**config.mk**
```make
export PLATFORM = sky130hd
export DESIGN_NAME = l2_port_arbiter
export DESIGN_NICKNAME = d
export VERILOG_FILES = /design/src/rtl/l2_port_arbiter.sv
export SDC_FILE = /design/constraint.sdc
export NUM_CORES = 1
export LEC_CHECK = 0
export CAP_MARGIN = 25
export CORE_AREA = 2 2 283 285
export CTS_CLUSTER_DIAMETER = 150
export CTS_CLUSTER_SIZE = 8
export DETAILED_ROUTE_END_ITERATION = 10
export DIE_AREA = 0 0 285 287
export PLACE_DENSITY = 0.37
export SETUP_SLACK_MARGIN = 0.3
export SLEW_MARGIN = 20
export SYNTH_ARGS = -nofsm -noshare
export SYNTH_HDL_FRONTEND = slang
export SYNTH_SLANG_ARGS = --single-unit
```
**constraint.sdc**
```tcl
create_clock -name clk -period 2.17 [get_ports clk]
set_clock_uncertainty 0.2 [all_clocks]
set_input_delay 0.434 -clock clk [delete_from_list [all_inputs] [get_ports clk]]
set_output_delay 0.434 -clock clk [all_outputs]
set_load 0.05 [all_outputs]
```
**src/rtl/l2_port_arbiter.sv**
```systemverilog
// ---------------------------------------------------------------------------
// l2_port_arbiter
//
// Shares the single unified-L2 block port between the I-cache miss interface
// and the D-cache miss interface. One 128-bit block transaction is in flight
// at a time. The owner's read/write/addr/wdata are muxed onto the L2 port,
// read data is broadcast to both caches, and mem_ready is routed only to the
// owner.
//
// Optional feature macro: ARB_FIXED_PRIO_EN
//   undefined : round-robin on ties (first tie after reset goes to I).
//   defined   : D wins ties until it has taken MAX_BURST consecutive
//               contended grants; then I is forced once.
//
// Ports
//   clk            in   clock, all state on rising edge
//   proc_reset_n   in   asynchronous active-low reset
//   i_mem_read     in   I-cache block read request (level)
//   i_mem_addr     in   I-cache block address
//   i_mem_rdata    out  read data to I-cache (= mem_rdata)
//   i_mem_ready    out  transaction done for I-cache
//   d_mem_read     in   D-cache block read request
//   d_mem_write    in   D-cache block write-back request
//   d_mem_addr     in   D-cache block address
//   d_mem_wdata    in   D-cache write-back data
//   d_mem_rdata    out  read data to D-cache (= mem_rdata)
//   d_mem_ready    out  transaction done for D-cache
//   mem_read       out  L2 read request
//   mem_write      out  L2 write request
//   mem_addr       out  L2 block address
//   mem_wdata      out  L2 write data
//   mem_rdata      in   L2 read data
//   mem_ready      in   L2 completion, one-cycle pulse
//   arb_busy       out  state != IDLE
//   arb_grant_d    out  state == SERVE_D
// ---------------------------------------------------------------------------
module l2_port_arbiter #(
  parameter int ADDR_W    = 28,
  parameter int DATA_W    = 128,
  parameter int MAX_BURST = 4
) (
  input  logic              clk,
  input  logic              proc_reset_n,
  input  logic              i_mem_read,
  input  logic [ADDR_W-1:0] i_mem_addr,
  output logic [DATA_W-1:0] i_mem_rdata,
  output logic              i_mem_ready,
  input  logic              d_mem_read,
  input  logic              d_mem_write,
  input  logic [ADDR_W-1:0] d_mem_addr,
  input  logic [DATA_W-1:0] d_mem_wdata,
  output logic [DATA_W-1:0] d_mem_rdata,
  output logic              d_mem_ready,
  output logic              mem_read,
  output logic              mem_write,
  output logic [ADDR_W-1:0] mem_addr,
  output logic [DATA_W-1:0] mem_wdata,
  input  logic [DATA_W-1:0] mem_rdata,
  input  logic              mem_ready,
  output logic              arb_busy,
  output logic              arb_grant_d
);

  typedef enum logic [1:0] {
    IDLE    = 2'd0,
    SERVE_I = 2'd1,
    SERVE_D = 2'd2,
    RELEASE = 2'd3
  } state_t;

  state_t r_state;
  logic   r_last_d;     // 1: most recent completed grant was D
  logic   r_busy;
  logic   r_grant_d;

  logic   w_req_i;
  logic   w_req_d;
  logic   w_tie_pick_i; // on a tie, 1 selects I

  assign w_req_i = i_mem_read;
  assign w_req_d = d_mem_read | d_mem_write;

`ifdef ARB_FIXED_PRIO_EN
  localparam int STREAK_W = $clog2(MAX_BURST + 1);
  localparam logic [STREAK_W-1:0] STREAK_MAX = STREAK_W'(MAX_BURST);

  logic [STREAK_W-1:0] r_d_streak;
  // Remembers whether I was also requesting when the current D grant was made;
  // only such contended grants count towards the burst limit.
  logic                r_d_contended;
  logic                w_unused_last;

  assign w_tie_pick_i  = (r_d_streak == STREAK_MAX);
  assign w_unused_last = r_last_d;
`else
  logic w_unused_cfg;

  assign w_tie_pick_i = r_last_d;
  assign w_unused_cfg = (MAX_BURST != 0);
`endif

  // Control FSM; status outputs are registered alongside the state.
  always_ff @(posedge clk or negedge proc_reset_n) begin
    if (!proc_reset_n) begin
      r_state       <= IDLE;
      r_last_d      <= 1'b1;
      r_busy        <= 1'b0;
      r_grant_d     <= 1'b0;
`ifdef ARB_FIXED_PRIO_EN
      r_d_streak    <= '0;
      r_d_contended <= 1'b0;
`endif
    end else begin
      case (r_state)
        IDLE: begin
          if (w_req_i && (!w_req_d || w_tie_pick_i)) begin
            r_state   <= SERVE_I;
            r_busy    <= 1'b1;
            r_grant_d <= 1'b0;
          end else if (w_req_d) begin
            r_state   <= SERVE_D;
            r_busy    <= 1'b1;
            r_grant_d <= 1'b1;
`ifdef ARB_FIXED_PRIO_EN
            r_d_contended <= w_req_i;
`endif
          end
        end
        // The grant is held until the L2 completes, even if the owner
        // withdraws its request: the L2 already owns the transaction.
        SERVE_I: begin
          if (mem_ready) begin
            r_state  <= RELEASE;
            r_last_d <= 1'b0;
`ifdef ARB_FIXED_PRIO_EN
            r_d_streak <= '0;
`endif
          end
        end
        SERVE_D: begin
          if (mem_ready) begin
            r_state   <= RELEASE;
            r_grant_d <= 1'b0;
            r_last_d  <= 1'b1;
`ifdef ARB_FIXED_PRIO_EN
            if (r_d_contended && (r_d_streak != STREAK_MAX))
              r_d_streak <= r_d_streak + 1'b1;
`endif
          end
        end
        // One dead cycle lets the cache drop its request after its
        // registered ready, so a stale request is never re-issued.
        RELEASE: begin
          r_state   <= IDLE;
          r_busy    <= 1'b0;
          r_grant_d <= 1'b0;
        end
        default: begin
          r_state   <= IDLE;
          r_busy    <= 1'b0;
          r_grant_d <= 1'b0;
        end
      endcase
    end
  end

  // L2 port mux. Address/data are zeroed whenever no request is driven so
  // the L2 never sees stale fields.
  always_comb begin
    mem_read    = 1'b0;
    mem_write   = 1'b0;
    mem_addr    = '0;
    mem_wdata   = '0;
    i_mem_ready = 1'b0;
    d_mem_ready = 1'b0;
    case (r_state)
      SERVE_I: begin
        mem_read    = i_mem_read;
        if (w_req_i) mem_addr = i_mem_addr;
        i_mem_ready = mem_ready;
      end
      SERVE_D: begin
        mem_read  = d_mem_read;
        mem_write = d_mem_write;
        if (w_req_d) begin
          mem_addr  = d_mem_addr;
          mem_wdata = d_mem_wdata;
        end
        d_mem_ready = mem_ready;
      end
      default: begin
      end
    endcase
  end

  assign i_mem_rdata = mem_rdata;
  assign d_mem_rdata = mem_rdata;
  assign arb_busy    = r_busy;
  assign arb_grant_d = r_grant_d;

endmodule
```
==> metrics.md <==
| Metric | Value |
|---|---|
| Fmax achieved | `406 MHz` |
| CP startpoint | `r_state[0]$_DFFE_PN0P_` |
| Clock Pin Slew Worst Setup and Hold Paths | `0.03 ns` |
| Clock latency on the worst-skew pair | `0.23 ns` |
| Full die area | `81800 sq um` |
| Max VDD drop | `0.484 mV` |
| Worst Path Buf+Inv | `6` |
| Syn_area_per_cell | `7.19 sq um` |
| Commonest cells after routing, fill and taps aside | `clkdlybuf4s50_1 (185), buf_12 (173), and2_4 (131)` |
| HPWL after DPL | `21.3 mm` |
| All-Layer GR Usage | `0.0605` |
| Num ports | `736` |
| CTS Buf Count | `3` |
| Vias in the first global route | `4517` |
| Post-route antenna net violation count | `0` |
| Crit-path max cell delay | `0.36 ns` |
| Final Max Slew Viols | `0` |
| RR Startpoint | `r_state[1]$_DFFE_PN0P_` |
| Relative slew slack | `0.672` |
| Die width | `285 um` |
| Req. time, crit path | `1.54 ns` |
| Largest net degree at the start of global routing | `27` |
| Setup Crit Path Kind | `flop to output pin` |
| Die Span Y | `287 um` |
| Synth Area in XOR/XNOR | `0` |
| Final Setup Violations | `~160` |
| Post-route cell area | `9870 sq um` |
| Share of cells above drive strength 1 | `0.664` |
| Clk root buf | `clkbuf_16` |
| Pwr Density | `1240 nW/um^2` |
| Startpoint types | `flop` |
| Period utilization | `1.14` |
| Unique masters post-synth | `30` |
| Initial antenna violation count | `14` |
| Post-Synth Adder-Cell Area | `0.0139` |
| Worst-path fanout max | `5` |
| Tightest Hold Check Type | `input pin to async pin` |
| DR iter-0 viols | `61` |
| Initial Util | `0.0458` |
| Syn nets | `~800` |
| Failing checks | `setup timing` |
| Slowest CP cell | `dfrtp_1` |
| Ys flop type | `dfrtp_1` |
| Final WS setup | `-0.294 ns` |
| Worst slew pin tran | `0.493 ns` |
| Critical Path AT | `1.83 ns` |
| Fillers | `8936` |
| Most common cell after layout, fill and taps aside | `clkdlybuf4s50_1` |
| IO buf count | `351` |
| Nets | `between 900 and 1000` |
| Leakage Power | `3.63 nW` |
| CTS H-tree depth | `1` |
| Fin. Hold Viols | `0` |
| Most frequent cell on the critical path | `buf_12` |
| Unrepaired setup endpoints after global routing | `true` |
| Layout overhead on the synthesized area | `174%` |
| Tmin final | `2.46 ns` |
| Num rows | `103` |
| Final core occ | `0.126` |
| CP delay by family, top | `buffers and inverters` |
| First-pass DRT Iterations | `4` |
| Max Buffers Root-to-Sink | `2` |
| Status | `finished, violations left` |
| Vias per inst | `approximately 2.3` |
| Largest family of logic cells by synthesized area | `buffers and inverters` |
| Via Count | `3825` |
| Synthesis Warnings | `0` |
| Max_cap viols | `0` |
| Post-synthesis sequential area ratio | `0.0351` |
| Number of synthesized register bits | `5` |
| Multiplexer share of the synthesized area | `0` |
| Routability Congestion | `0.843` |
| Critical-path cell list | `inv_2 -> ha_4 -> o21a_4 -> buf_12 -> buf_12 -> buf_4 -> buf_16 -> and2_4 -> buf_12` |
| FFs w/ async S/R, synth | `1.00` |
| Simple-Gate Fraction of Synth Area | `0.292` |
| Placed cell area | `8790 sq um` |
| Clock sinks | `5` |
| Routed length per instance | `roughly 16 um` |
| Syn Inst Count | `501` |
| Number of synthesized flops with an enable pin | `0` |
| Grt ovf | `0` |
| Total power | `12.2 mW` |
| First-pass GRT wire length | `34.8 mm` |
| TNS Setup | `-29.51 ns` |
| Critical Path Sink Type | `output pin` |
| CTS tree | `built` |
| WHS | `0.242 ns` |
| Routed WL | `27.0 mm` |
| Compound-Gate Fraction of Synth Area | `0.0861` |
| Post-Syn Area | `3600 sq um` |
| Core Area | `roughly 80000 sq um` |
| Post-route DRC | `0` |
[final cells by class]
type                    instances  area (sq um)  area share
diodes                          3          7.51    0.000761
clock buffers                   4          78.8     0.00799
inverters                       4          17.5     0.00177
multi-input cells             213          2140       0.217
flip-flops and latches          5           126      0.0128
well taps                    1050          1310       0.133
repair buffers                414          6180       0.627
[worst paths after layout]
| path | slack [ns] | end | cells past startpoint |
|---|---|---|---|
| hold reg to reg | 0.30 | arb_grant_d$_DFFE_PN0P_ | 1 |
| max in group asynchronous | 1.27 | r_last_d$_DFFE_PN1P_ | 1 |
| min in group clk | 0.30 | arb_grant_d$_DFFE_PN0P_ | 1 |
| setup / recovery | -0.29 | mem_wdata[115] | 9 |
| hold / removal | 0.24 | arb_busy$_DFFE_PN0P_ | 1 |
| setup reg to reg | 0.11 | r_state[1]$_DFFE_PN0P_ | 8 |
[layer usage]
layer | up-vias | wire length (um) | track usage
met3 | 103 | 4190 | 0.0404
met1 | 1634 | 7750 | 0.0487
li1 | 1594 | - | -
met2 | 474 | 13500 | 0.110
met5 | - | 123 | 0
met4 | 20 | 1470 | 0.0336
[power breakdown]
group	switching [mW]	total [mW]	leakage (nW)	internal (mW)
clock	0.0573	0.300	0.0382	0.243
combinational	5.51	11.7	3.53	6.21
sequential	0.0398	0.192	0.0580	0.153
[Yosys cell counts, types with 2 or more instances]
library cell | count | area (sq um)
buf_4 | 258 | 1940
and2_1 | 130 | 813
a21oi_1 | 5 | 25.0
dfrtp_1 | 4 | 100
a22oi_1 | 28 | 210
ha_1 | 4 | 50.1
buf_6 | 2 | 22.5
clkbuf_2 | 12 | 60.1
inv_1 | 4 | 15.0
nor2b_1 | 29 | 181
clkbuf_1 | 5 | 18.8
buf_2 | 2 | 10.0
[metrics by stage]
stage / instances / setup slack [ns]
after floorplan: 501 / 0.0343
after global placement: 1649 / -0.456
after detailed placement: 1649 / -0.423
after CTS: 1680 / -0.325
after global routing: 1691 / -0.386
final: 1693 / -0.294
[registers in the layout (all words and copies together), names as in the netlist]
| name | cells |
|---|---|
| arb_busy | 1 |
| arb_grant_d | 1 |
| r_last_d | 1 |
| r_state | 2 |
[kinds of logic (layout without fill, tap and decap cells)]
logic type | Yosys count | in the layout
DFF | 5 | 5
other | 0 | 3
adders and majority gates | 4 | 4
and+or+nand+nor | 167 | 167
buffers and inverters | 283 | 422
AOI/OAI and AO/OA | 42 | 42
[what timing repair did]
| item | 4_1_cts | 5_1_grt |
|---|---|---|
| buffers inserted | 14 | 6 |
| gates resized for setup | 105 | 8 |
| setup endpoints to repair | 166 | 164 |
| pin swaps | 26 | 20 |
| cloned | 13 | 4 |
| hold buffers | 0 | 0 |
[worst reg2reg max path, cell delays in order, from the launching register on]
cell and delay, ns:
dfrtp_1 0.39, buf_4 0.15, inv_4 0.04, buf_4 0.13, ha_4 0.24, buf_12 0.15, buf_4 0.14, a21boi_2 0.16
o32a_1 0.34
No activity file was read; power rests on OpenSTA's default activity.
==> RTL edit 1: new RTL, same flow settings <==
Re-encode `state_t` (4 states) as one-hot, 4 bits wide.
--- a/src/rtl/l2_port_arbiter.sv
+++ b/src/rtl/l2_port_arbiter.sv
@@ -63,7 +63,7 @@
 
-  typedef enum logic [1:0] {
-    IDLE    = 2'd0,
-    SERVE_I = 2'd1,
-    SERVE_D = 2'd2,
-    RELEASE = 2'd3
+  typedef enum logic [3:0] {
+    IDLE    = 4'b0001,
+    SERVE_I = 4'b0010,
+    SERVE_D = 4'b0100,
+    RELEASE = 4'b1000
   } state_t;
Behaviour: no difference found for any inputs over 4 cycles, from zero or initial values and one cycle with proc_reset_n low; so few cycles prove little.
==> RTL edit 1 against the unedited design <==
- the run still ends with negative setup slack left
- die area unchanged
- sequential share of layout area up 0.49 points
- total power down 47%
- register-to-register slack better by 0.32 ns
- sequential cell count up 2
- wire length down 10%
- core utilization up 0.31 points
- critical endpoint is now mem_addr[24]
- global-route usage down 0.68 points
- setup slack worse by 0.11 ns
- final area up 2.5%
- clock power up 2%
- synthesized area down 0.28%
==> RTL edit 1: results (changes against the unedited design) <==
** Critical path
- Start point of the critical path :: r_state[3]
- Endpoint arrival time on the critical path :: 1.94 ns (+0.11 ns)
- Largest delay contributor family on the critical path :: simple AND/OR/NAND/NOR gates
- The endpoint identified for the worst register-to-register timing path is arb_busy.
- For this design, the slowest cell found on the critical path is sky130_fd_sc_hd__dfrtp_2.
- R2r worst-path depth :: 7 (-1)

** GRT
- The maximum number of pins on one net before global-route repair is 30 (+11%).
- Initial antenna violation count :: 2 (-12)
- First-pass GRT wire length :: 32100 µm (-7.7%)

** Power and ir drop
- The overall power of the completed layout is 6440 µW (-47%).
- Leakage :: 0.00367 µW (+1.3%)
- The combinational power share was 91.3% (-4.7 points).

** Synthesis
- The share of the synthesized netlist area taken by xor and xnor gates came to 0.244% (+0.24 points).
- Biggest area contributors in the synthesized netlist :: sky130_fd_sc_hd__buf_4 55%, sky130_fd_sc_hd__and3_1 22%, sky130_fd_sc_hd__a22o_1 6.8%, sky130_fd_sc_hd__dfrtp_1 3.5%, sky130_fd_sc_hd__clkbuf_1 1.9%
- The complex-gate fraction of the synthesized area was 8.88% (+0.27 points).
- The commonest cells after synthesis are 261 x sky130_fd_sc_hd__buf_4, 128 x sky130_fd_sc_hd__and3_1, 28 x sky130_fd_sc_hd__a22o_1, 18 x sky130_fd_sc_hd__clkbuf_1, 11 x sky130_fd_sc_hd__clkbuf_2.
- Nets in the synthesized netlist :: 813 (-1.2%)
- Sequential share of the synthesized area :: 4.94% (+1.4 points)
- The top-area cell type share of the netlist area is 54.5% (+0.78 points).

** Layout
- Net count reported at finish :: 947 (-1.7%)
- The layout filler cell count came to 8863 (-0.82%).
- The number of flip-flops under the largest register name was 4 (+2).
- Number of antenna cells inserted :: 0 (-3)

** Place
- The estimated wirelength of the detail-placed design came to 18800 µm (-12%).

** Status
- Violated checks :: negative setup slack
- The run finished, with violations left.

** Route
- The number of vias per cell after detailed routing came to 2.26 (+0.21%).
- The average routed wire per standard cell is 14.5 µm (-9.4%).

** Timing
- The minimum setup slack in the final design was -0.405 ns (-0.111 ns).
- The total of endpoints with negative setup slack in the final report came to 158 (+0.64%).

** Clock tree
- Post-CTS Setup Repair Bufs :: 20 (+6)
## RTL edit 1: through the flow
| stage | setup slack, ns | std cells | hold WS (ns) | area (µm²) |
|---|---|---|---|---|
| 2_1_floorplan | 0.0247 | 495 | -0.0616 | 4190 |
| 3_3_place_gp | -0.805 | 1635 | 0.296 | 8780 |
| 3_5_place_dp | -0.801 | 1635 | 0.299 | 8780 |
| 4_1_cts | -0.463 | 1672 | 0.270 | 9900 |
| 5_1_grt | -0.480 | 1678 | 0.287 | 10100 |
| 6_report | -0.405 | 1678 | 0.269 | 10100 |
## RTL edit 1: layout make-up
cell class,instances,area (µm²),share of cell area [%]
multi-input combinational,193,2230,22.0
tap,1050,1310,13.0
inverter,1,6.26,0.0619
timing repair buffer,423,6310,62.4
sequential,7,179,1.77
clock buffer,4,78.8,0.779
## RTL edit 1: layer usage
metal / share of wire, % / track usage [%]
met1: 37 / 5.85
met5: 0 / 0
met4: 4.3 / 2.19
met3: 13 / 2.87
met2: 46 / 8.72
==> RTL edit 2: new RTL, same flow settings <==
Without the edit above. Build with the macro `ARB_FIXED_PRIO_EN` defined.
--- a/src/rtl/l2_port_arbiter.sv
+++ b/src/rtl/l2_port_arbiter.sv
@@ -36,2 +36,4 @@
 // ---------------------------------------------------------------------------
+`define ARB_FIXED_PRIO_EN
+
 module l2_port_arbiter #(
Check against the original RTL: not equivalent (a bounded check fails within 4 cycles, from zero or initial values and one cycle with proc_reset_n low).
==> RTL edit 2 against the unedited design <==
- the flow still finishes with violations (negative setup slack)
- sequential cell count up 3
- die area unchanged
- total power up 1.6%
- wire length down 21%
- fmax down 1.8%
- synthesized cell count up 4.6%
- count of clock-buffer cells in the layout down 1
- final area down 0.15%
- setup slack worse by 0.045 ns
- synthesized area up 6.9%
- largest power group unchanged
==> RTL edit 2: results (changes against the unedited design) <==
** Timing
- Worst Slack Setup Final :: -0.340 ns (-0.0451 ns)
- The share of the cycle needed by the critical path after routing came to 116% (+2.1 points).
- Worst slew pin tran :: 0.424 ns (-0.0699 ns)
- The total of endpoints with negative setup slack in the final report came to 157 (unchanged).

** Synthesis
- The post-synthesis net count came to 849 (+3.2%).
- Post-synthesis cell type count :: 33 (+10%)
- Ranking of synthesized cells by instance count :: 258 x sky130_fd_sc_hd__buf_4, 134 x sky130_fd_sc_hd__and2_1, 30 x sky130_fd_sc_hd__nor2b_1, 29 x sky130_fd_sc_hd__a22oi_1, 12 x sky130_fd_sc_hd__clkbuf_2
- Sequential share of the synthesized area :: 5.19% (+1.7 points)

** Place
- Final GP Congestion :: 0.703 (-17%)
- Pre-CTS worst setup slack :: -0.456 ns (-0.0329 ns)

** Power and ir drop
- The peak ir drop on the vdd network was 0.540 mV (+12%).
- The reported leakage power was 0.00368 µW (+1.6%).

** Status
- The checks that failed: negative setup slack.
- The run finished, with violations left.

** GRT
- Initial antenna violation count :: 0 (-14)
- First-pass GRT wire length :: 28300 µm (-19%)
- The total global routing track utilization came to 4.64% (-1.4 points).
- The number of global-route vias before repair was 4231 (-6.3%).
- The maximum number of pins on one net before global-route repair is 31 (+15%).

** Route
- Total Routed Length :: 21300 µm (-21%)
- The number of violations reported at the end of detailed-routing iteration 0 came to 72 (+18%).
- Total number of vias :: 3777 (-1.3%)

** Layout
- Net count reported at finish :: 986 (+2.4%)
- Biggest register :: r_d_streak

** Critical path
- Maximum fanout along the worst path :: 7 (+2)
- Endpoint arrival time on the critical path :: 1.88 ns (+0.05 ns)
-- RTL edit 2: repair_timing --
action                     CTS  global route
pin swaps                    6             9
hold buffers                 0             0
gates resized for setup     36             7
cloned                       6             4
setup buffers               10             7
setup endpoints to repair  162           164
-- RTL edit 2: cell families (layout without fill, tap and decap cells) --
logic type               Yosys count  in the layout  synth area share [%]
other                              0              1                     0
buffers and inverters            285            420                  54.1
adder cells (fa/ha/maj)            7              7                  2.27
AND/OR/NAND/NOR                  173            173                  28.4
AO/OA/AOI/OAI                     49             49                  9.51
multiplexers                       2              2                 0.520
flip-flops                         8              8                  5.19
-- RTL edit 2: routing by layer --
metal  part of all wire [%]  vias to the layer above  GRT usage (%)
li1                       -                     1670              -
met1                     33                     1667           4.36
met2                     49                      337           8.37
met3                     13                      103           2.32
met4                    5.3                        0           2.25
met5                      0                        -              0
-- RTL edit 2: report_power, final --
group          internal [µW]  total, µW  switching (µW)
logic                   6170      11800            5620
clock network            238        314            75.8
registers                229        301            72.0
total                   6640      12400            5770
-- RTL edit 2: cell type report --
class,instances,area (µm²)
fillers,8946,68800
multi-input cells,231,2240
well taps,1050,1310
clock buffers,3,75.1
flip-flops and latches,8,200
diodes,1,2.50
inverters,5,18.8
repair buffers,412,6000
-- RTL edit 2: path summary, 6_finish.rpt --
check / from / slack (ns) / depth (start not counted) / end
min in group clk: arb_grant_d / 0.31 / 2 / arb_grant_d
worst max register to register: r_state[0] / 0.19 / 7 / r_state[1]
worst min register to register: arb_grant_d / 0.31 / 2 / arb_grant_d
max in group asynchronous: proc_reset_n / 1.16 / 1 / r_state[0]
worst min-delay path: proc_reset_n / 0.31 / 1 / arb_grant_d
worst max-delay path: r_state[1] / -0.34 / 8 / mem_addr[4]
-- RTL edit 2: through the flow --
stage | total power [µW] | util (%) | setup TNS [ns] | instances | area, µm²
6_report | 12400 | 12.5 | -35.01 | 1710 | 9860
5_1_grt | 13000 | 12.5 | -46.97 | 1709 | 9850
4_1_cts | 12300 | 12.3 | -35.40 | 1698 | 9670
3_5_place_dp | 11000 | 11.7 | -56.40 | 1679 | 9210
3_3_place_gp | 11000 | 11.7 | -55.36 | 1679 | 9210
2_1_floorplan | 7360 | - | 0 | 524 | 4600
-- RTL edit 2: critical path: stages, from the launching register on --
cell and delay, ns:
sky130_fd_sc_hd__dfrtp_1 0.42, sky130_fd_sc_hd__ha_4 0.20, sky130_fd_sc_hd__o21a_4 0.14, sky130_fd_sc_hd__buf_12 0.15, sky130_fd_sc_hd__buf_12 0.14, sky130_fd_sc_hd__buf_16 0.15, sky130_fd_sc_hd__a22oi_2 0.22, sky130_fd_sc_hd__nor2b_4 0.06
sky130_fd_sc_hd__buf_12 0.14
